$ cat src/rtl/mem_master_pkg.sv
// Shared widths, memory depth and FSM state type for the mem_master block.
package mem_master_pkg;

  localparam int ADDR_W    = 8;
  localparam int DATA_W    = 16;
  localparam int LEN_W     = 3;
  localparam int MEM_DEPTH = 64;

  typedef enum logic [1:0] {
    IDLE     = 2'd0,
    WRITE    = 2'd1,
    RD_ISSUE = 2'd2,
    RD_DRAIN = 2'd3
  } state_t;

endpackage

$ cat src/rtl/mem_rd_pipe.sv
// Two-stage read-beat tracker: stage p0 waits for the registered memory,
// stage p1 holds the captured beat presented on the response port.
module mem_rd_pipe #(
  parameter int DATA_W = mem_master_pkg::DATA_W
) (
  input  logic              mem_clk,
  input  logic              reset,
  input  logic              issue_vld,
  input  logic              issue_last,
  input  logic [DATA_W-1:0] mem_rdata,
  output logic              resp_valid,
  output logic              resp_last,
  output logic [DATA_W-1:0] resp_data,
  output logic              pending
);
  import mem_master_pkg::*;

  logic              vld_p0, last_p0;
  logic              vld_p1, last_p1;
  logic [DATA_W-1:0] data_p1;

  always_ff @(posedge mem_clk or posedge reset) begin
    if (reset) begin
      vld_p0  <= 1'b0;
      last_p0 <= 1'b0;
      vld_p1  <= 1'b0;
      last_p1 <= 1'b0;
      data_p1 <= '0;
    end else begin
      // p0: address issued last cycle, memory output valid now
      vld_p0  <= issue_vld;
      last_p0 <= issue_vld && issue_last;
      // p1: capture the beat for presentation
      vld_p1  <= vld_p0;
      last_p1 <= last_p0;
      if (vld_p0) data_p1 <= mem_rdata;
    end
  end

  assign resp_valid = vld_p1;
  assign resp_last  = last_p1;
  assign resp_data  = data_p1;
  assign pending    = vld_p0 | vld_p1;

endmodule

$ cat src/rtl/mem_master.sv
// Single-word store / burst load memory master with a 2-cycle read pipeline.
// Optional bound checking against MEM_DEPTH: define MEM_MASTER_BOUND_CHECK_EN.
module mem_master #(
  parameter int ADDR_W = mem_master_pkg::ADDR_W,
  parameter int DATA_W = mem_master_pkg::DATA_W,
  parameter int LEN_W  = mem_master_pkg::LEN_W
) (
  input  logic              mem_clk,
  input  logic              reset,
  input  logic              req_valid,
  output logic              req_ready,
  input  logic              req_we,
  input  logic [ADDR_W-1:0] req_addr,
  input  logic [LEN_W-1:0]  req_len,
  input  logic [DATA_W-1:0] req_wdata,
  output logic              resp_valid,
  output logic [DATA_W-1:0] resp_data,
  output logic              resp_last,
  output logic              busy,
  output logic              err,
  output logic              mem_dwe,
  output logic [ADDR_W-1:0] mem_addr,
  output logic [DATA_W-1:0] mem_wdata,
  input  logic [DATA_W-1:0] mem_rdata
);
  import mem_master_pkg::*;

  state_t            state, state_nxt;
  logic [ADDR_W-1:0] addr_q;
  logic [DATA_W-1:0] wdata_q;
  logic [LEN_W-1:0]  len_q, beat_q;
  logic              err_q;
  logic              accept, bound_err;
  logic              issue_vld, issue_last, rd_pending;

  assign accept     = req_valid && (state == IDLE);
  assign issue_vld  = (state == RD_ISSUE);
  assign issue_last = (beat_q == len_q);

`ifdef MEM_MASTER_BOUND_CHECK_EN
  logic [ADDR_W:0] span_end;

  // Highest word touched by the request; stores touch only the base word
  always_comb begin
    span_end = {1'b0, req_addr};
    if (!req_we) span_end = span_end + (ADDR_W+1)'(req_len);
  end

  assign bound_err = accept && (int'(span_end) >= MEM_DEPTH);
`else
  assign bound_err = 1'b0;
`endif

  always_ff @(posedge mem_clk or posedge reset) begin
    if (reset) begin
      state   <= IDLE;
      addr_q  <= '0;
      wdata_q <= '0;
      len_q   <= '0;
      beat_q  <= '0;
      err_q   <= 1'b0;
    end else begin
      state <= state_nxt;
      err_q <= bound_err;
      if (accept && !bound_err) begin
        addr_q <= req_addr;
        len_q  <= req_len;
        beat_q <= '0;
        if (req_we) wdata_q <= req_wdata;
      end else if (issue_vld && !issue_last) begin
        // stop advancing on the final beat so mem_addr holds the last issued word
        addr_q <= addr_q + 1'b1;
        beat_q <= beat_q + 1'b1;
      end
    end
  end

  always_comb begin
    state_nxt = state;
    unique case (state)
      IDLE: begin
        if (accept) begin
          if (bound_err)   state_nxt = RD_DRAIN;
          else if (req_we) state_nxt = WRITE;
          else             state_nxt = RD_ISSUE;
        end
      end
      WRITE:    state_nxt = IDLE;
      RD_ISSUE: if (issue_last) state_nxt = RD_DRAIN;
      RD_DRAIN: if (!rd_pending || (resp_valid && resp_last)) state_nxt = IDLE;
      default:  state_nxt = IDLE;
    endcase
  end

  mem_rd_pipe #(.DATA_W(DATA_W)) u_rd_pipe (
    .mem_clk    (mem_clk),
    .reset      (reset),
    .issue_vld  (issue_vld),
    .issue_last (issue_last),
    .mem_rdata  (mem_rdata),
    .resp_valid (resp_valid),
    .resp_last  (resp_last),
    .resp_data  (resp_data),
    .pending    (rd_pending)
  );

  assign req_ready = (state == IDLE);
  assign mem_dwe   = (state == WRITE);
  assign mem_addr  = addr_q;
  assign mem_wdata = wdata_q;
  assign busy      = (state != IDLE) || rd_pending;
  assign err       = err_q;

endmodule

$ cat config.mk
export PLATFORM = sky130hd
export DESIGN_NAME = mem_master
export DESIGN_NICKNAME = d
export VERILOG_FILES = /design/src/rtl/mem_master_pkg.sv /design/src/rtl/mem_rd_pipe.sv /design/src/rtl/mem_master.sv
export SDC_FILE = /design/constraint.sdc
export NUM_CORES = 1
export LEC_CHECK = 0
export ABC_AREA = 1
export CORE_MARGIN = 2
export CORE_UTILIZATION = 44
export DETAILED_ROUTE_END_ITERATION = 12
export PLACE_DENSITY = 0.9
export SLEW_MARGIN = 20
export SYNTH_ARGS = -nofsm -noshare
export SYNTH_HDL_FRONTEND = slang
export SYNTH_SLANG_ARGS = --single-unit
$ cat constraint.sdc
create_clock -name mem_clk -period 1.9 [get_ports mem_clk]
set_input_delay 0.19 -clock mem_clk [delete_from_list [all_inputs] [get_ports mem_clk]]
set_output_delay 0.19 -clock mem_clk [all_outputs]
set_load 0.01 [all_outputs]
Yosys cells after proc, flatten, opt, wreduce, memory -nomap -nowiden
Cells that the tools add are included.
{ "totals": {"register_bits": 52, "inputBits": 47, "out_inout_bits": 46} }
{ "classes": {"eq_ne": 7, "n_mux": 9, "bitwise_logic": 1, "n_reduce_logical": 13, "add_sub_neg": 2} }
{ "op_table": {"columns": ["operator", "n"], "rows": [
  ["$mux 8", 2],
  ["$add 8x1->8 const B", 1],
  ["$mux 2", 4],
  ["$pmux 2 s4", 1],
  ["$mux 3", 2],
  ["$eq 2x2->1 const B", 2],
  ["$logic_and 1x1->1", 4],
  ["$ne 2x1->1 const B", 2],
  ["$reduce_bool 2->1", 2],
  ["$add 3x1->3 const B", 1],
  ["$eq 3x3->1", 1],
  ["$reduce_and 3->1", 1],
  ["$eq 2x1->1 const B", 1],
  ["$logic_not 1->1", 2],
  ["$logic_not 2->1", 1],
  ["$logic_or 1x1->1", 2],
  ["$ne 2x2->1 const B", 1],
  ["$reduce_and 2->1", 1],
  ["$or 1x1->1", 1]
]} }

Longest topological paths before layout
Gate-level depths: netlist of run 1.
{ "depth": {"word_depth": 5, "ltp_mapped": 8, "mapped_depth_nobuf": 8} }

Cells and area by module
From an unflattened synthesis of run 1, not the netlist that was laid out.
{ "hier_totals": {"hier_cells": 295, "area_unflattened_um2": 2451.1} }
{ "modules_own_cells": {"columns": ["module", "cells_each", "n_inst", "seq_area_each_um2", "area_each_um2"], "rows": [
  ["mem_master", 219, 1, 800.8, 1689.1],
  ["mem_rd_pipe", 76, 1, 500.5, 762.0]
]} }

Worst setup path after synthesis of run 1
No wires, ideal clock.
{ "synth_path": {"kind": "flip-flop to flip-flop", "start": "register addr_q[0], in the netlist mem_addr[0]", "end": "register addr_q[2], in the netlist mem_addr[2]", "setup_slack_ns": 0.642, "n_path_buf": 0, "stages_incl_launch_ff": 7, "setup_ns": 0.117, "arrival_ns": 1.142, "t_required_ns": 1.783, "path_cell_list": "dfrtp_1 > ha_1 > or2_2 > nand3_1 > nand2_1 > nand2_1 > nand2_1"} }
{ "synth_between": {"elab_chain_len": 3} }
{ "synth_lines": {"columns": ["item", "line", "rtl"], "rows": [
  ["start, declared", "mem_master.sv:29", "logic [ADDR_W-1:0] addr_q;"],
  ["start signal, assigned", "mem_master.sv:66", "addr_q <= req_addr;"],
  ["start signal, assigned", "mem_master.sv:72", "addr_q <= addr_q + 1'b1;"],
  ["$add 8x1->8", "mem_master.sv:72", null],
  ["$mux 8", "mem_master.sv:70", "end else if (issue_vld && !issue_last) begin"],
  ["$mux 8", "mem_master.sv:65", "if (accept && !bound_err) begin"]
]} }
No other way between the ends. The select of a mux whose other input is x is not followed.
A chain may end at the register's enable or synchronous reset.

Final worst setup path of run 1
{ "layout_path": {"start": "register state[1]", "end": "output busy"} }
{ "layout_between": {"elab_chain_len": 2} }
{ "layout_lines": {"columns": ["item", "line", "rtl"], "rows": [
  ["start, declared", "mem_master.sv:28", "state_t state, state_nxt;"],
  ["start signal, assigned", "mem_master.sv:63", "state <= state_nxt;"],
  ["$reduce_bool 2->1", "mem_master.sv:111", "assign busy = (state != IDLE) || rd_pending;"],
  ["$logic_or 1x1->1", "mem_master.sv:111", null],
  ["end, declared", "mem_master.sv:19", "output logic busy,"]
]} }
No other way between the ends.

==> results.yml, run 1 <==
run_status:
  status: "finished clean"
clock_tree:
  root_buffer: "clkbuf_8"
  cts.sinks: 52
  postCtsHoldBufs: 0
  cts_buffers: 5
  htree_levels: 2
  cts_tree: "yes"
  clk_latency_ns: 0.30
  clk_transition_reported_paths_ns: 0.09
  clk_path_buf_depth: 2
global_route:
  grt_max_degree: 36
  track_usage_pct: 19.9
  antenna_found_initial: 0
  grt_pass1_vias: 2108
  grt_pass1_wl_mm: 9.63
  overflow: 0
worst_setup_path:
  critical_path.max_fanout: 5
  worstPathCellList: "nor2_4 -> nand3_1 -> clkdlybuf4s50_1"
  cpMaxStageDelayCell: "clkdlybuf4s50_1"
  r2r_end: "mem_wdata[10]"
  cp.depth: 3
  critPathKind: "flop to output port"
  path_buf_inv: 1
  slowest_delay_ns: 0.49
  critPathTopFamily: "buffers and inverters"
  critPathLaunchType: "flop"
  worstPathRequired_ns: 1.71
  regToRegSetupSlack_ns: 0.36
  reg2reg_from: "state[1]"
  worst_setup_path_end_kind: "output port"
  rr_worst_depth: 6
  critPathArrivalTime_ns: 1.54
layout:
  nets: 433
  drive_above_1_share_pct: 5.97
  post-route-util_pct: 67.1
  num_antenna_cells: 0
  multi_input_area_um2: 948
  layout_common_cells: "nand2_1, clkdlybuf4s50_1, dfrtp_1"
  seqCellArea_mm2: 0.00130
  final_common_cell: "nand2_1"
  syn2layout_area_growth_pct: 44.8
  fillers: 430
floorplan:
  fp-row-count: 26
  coreArea_mm2: 0.00517
  fp.dieH_um: 77.8
  ios: 93
  start_util_pct: 46.3
  die_w_um: 77.8
  die_area_mm2: 0.00605
yosys:
  yosysTopAreaCellShare_pct: 54.3
  netlist_area_mm2: 0.00240
  synth_cell_type_count: 28
  netlist_instances: 294
  ys_seq_elements: 52
  yosysWarnings: 0
  synth.largest_area_cell: "dfrtp_1"
  syn_nets: 343
  synth_area_leaders: "dfrtp_1, nand2_1, nand3_1, inv_1, buf_4"
  yosysSeqAreaShare_pct: 54.3
  postSynthAreaPerCell_um2: 8.15
power_and_ir_drop:
  comb_power_share_pct: 48.6
  p_leak_nw: 1.72
  p_seq_share_pct: 37.6
  swShare_pct: 38.2
  p_int_mw: 3.31
  vdd_drop_max_uv: 681
  p_per_area_mw_per_mm2: 1550
  p_switching_mw: 2.05
  clkPwrFrac_pct: 13.8
placed_design:
  gp_congestion: 0.815
  port-buffer-count: 91
  place_hpwl_mm: 4.09
timing:
  rsz0062_at_grt: "no"
  min_period_ns: 1.73
  setup_viol: 0
  fmax_mhz: 579
  final.setup_skew_ns: 0.00652
  fin_crit_sh_pct: 90.8
  drv_slew: 0
  setup_tns_ns: 0
  hold_violations: 0
routing:
  ant_nets: 0
  first_pass_iters: 4
  viasPerCell: 4.88
  wl_per_cell_um: 12.6
  num_vias: 2219
  route.detailed.drc: 0
  drt-total-wl_mm: 5.74
  drt_iter0_markers: 186
hold_path:
  hold_class: "primary input to asynchronous set/reset pin"
flow_run:
  cap_violations: 0
layer usage:
layer / part of all wire, % / GRT usage, % / routed length, um / vias up
met5: 0 / 0 / 0 / -
met4: 1.6 / 6.96 / 93 / 0
met1: 42 / 26.2 / 2440 / 1023
met2: 49 / 31.9 / 2810 / 84
met3: 6.9 / 5.00 / 397 / 11
li1: - / - / - / 1101
metrics by stage:
step	total power, mW	hold slack [ns]	worst slack, ns	cell area, um^2	cells
CTS	5.41	0.188	0.0736	3470	455
global route	5.78	0.221	0.0538	3470	455
floorplan	3.40	0.300	0.452	2400	294
detailed placement	4.64	0.338	0.308	3360	447
global placement	4.54	0.336	0.365	3360	447
finish	5.37	0.183	0.174	3470	455
power by group through the flow:
stage                     Combinational [mW]  Sequential (mW)  Clock (mW)
after floorplan                         1.24             2.17           0
after global placement                  2.52             2.01           0
after detailed placement                2.62             2.03           0
after CTS                               2.64             2.01       0.763
after global routing                    2.87             2.09       0.816
final                                   2.61             2.02       0.738
worst max path at each step:
stage               from             to  slack [ns]
2_1_floorplan      reset      beat_q[0]        0.45
3_3_place_gp   req_valid   mem_wdata[3]        0.36
3_5_place_dp   req_valid  mem_wdata[10]        0.31
4_1_cts         state[0]        mem_dwe        0.07
5_1_grt         state[1]           busy        0.05
6_report        state[1]           busy        0.17
kinds of logic after synthesis:
group,count (synthesis),synth area share (%)
AO/OA/AOI/OAI,9,2.19
XOR/XNOR,2,0.731
adder cells (fa/ha/maj),2,1.04
buffers and inverters,29,6.11
flip-flops,52,54.3
other,1,0.157
AND/OR/NAND/NOR,199,35.5
worst reg2reg max path: stages, from the launching register on:
cell     delay [ns]
dfrtp_1        0.46
nor2_4         0.20
nand2_4        0.18
inv_4          0.23
buf_4          0.23
nand3_1        0.10
nand2_1        0.07
cells in the mapped netlist (all sizes together):
cell and instances:
a21oi 1, nand4 3, or2 1, ha 2, xor2 1, o21ai 5, dfrtp 52, nand3 38
o21bai 2, buf 10, nand3b 1, nand2 147, o211ai 1, conb 1, clkbuf 3, xnor2 1
nor3 1, nor2 8, inv 15, clkinv 1
sequential cells by signal, summed over array words and instances (netlist names):
register	flops
state	2
u_rd_pipe.resp_last	1
u_rd_pipe.vld_p0	1
mem_wdata	16
mem_addr	8
u_rd_pipe.last_p0	1
u_rd_pipe.resp_valid	1
beat_q	3
len_q	3
u_rd_pipe.resp_data	16
final cells by class:
type | count | share of cell area (%)
clock buffers | 6 | 2.09
clock inverters | 2 | 1.01
inverters | 16 | 1.80
multi-input cells | 213 | 27.3
flip-flops and latches | 52 | 37.5
well taps | 70 | 2.52
repair buffers | 96 | 27.7
repair_timing:
item	CTS	global route
gates resized for setup	0	1
endpoints found under the setup margin	0	1
setup buffers	0	0
(Power assumes the default switching activity.)
==> run 2, diff against run 1 <==
--- a/config.mk
+++ b/config.mk
@@ -10,7 +10,7 @@
 export CORE_UTILIZATION = 44
 export DETAILED_ROUTE_END_ITERATION = 12
 export PLACE_DENSITY = 0.9
-export SLEW_MARGIN = 20
+export SLEW_MARGIN = 0
 export SYNTH_ARGS = -nofsm -noshare
 export SYNTH_HDL_FRONTEND = slang
 export SYNTH_SLANG_ARGS = --single-unit
==> results of run 2 <==
The final DEF is identical to that of run 1; final timing and power are the same.
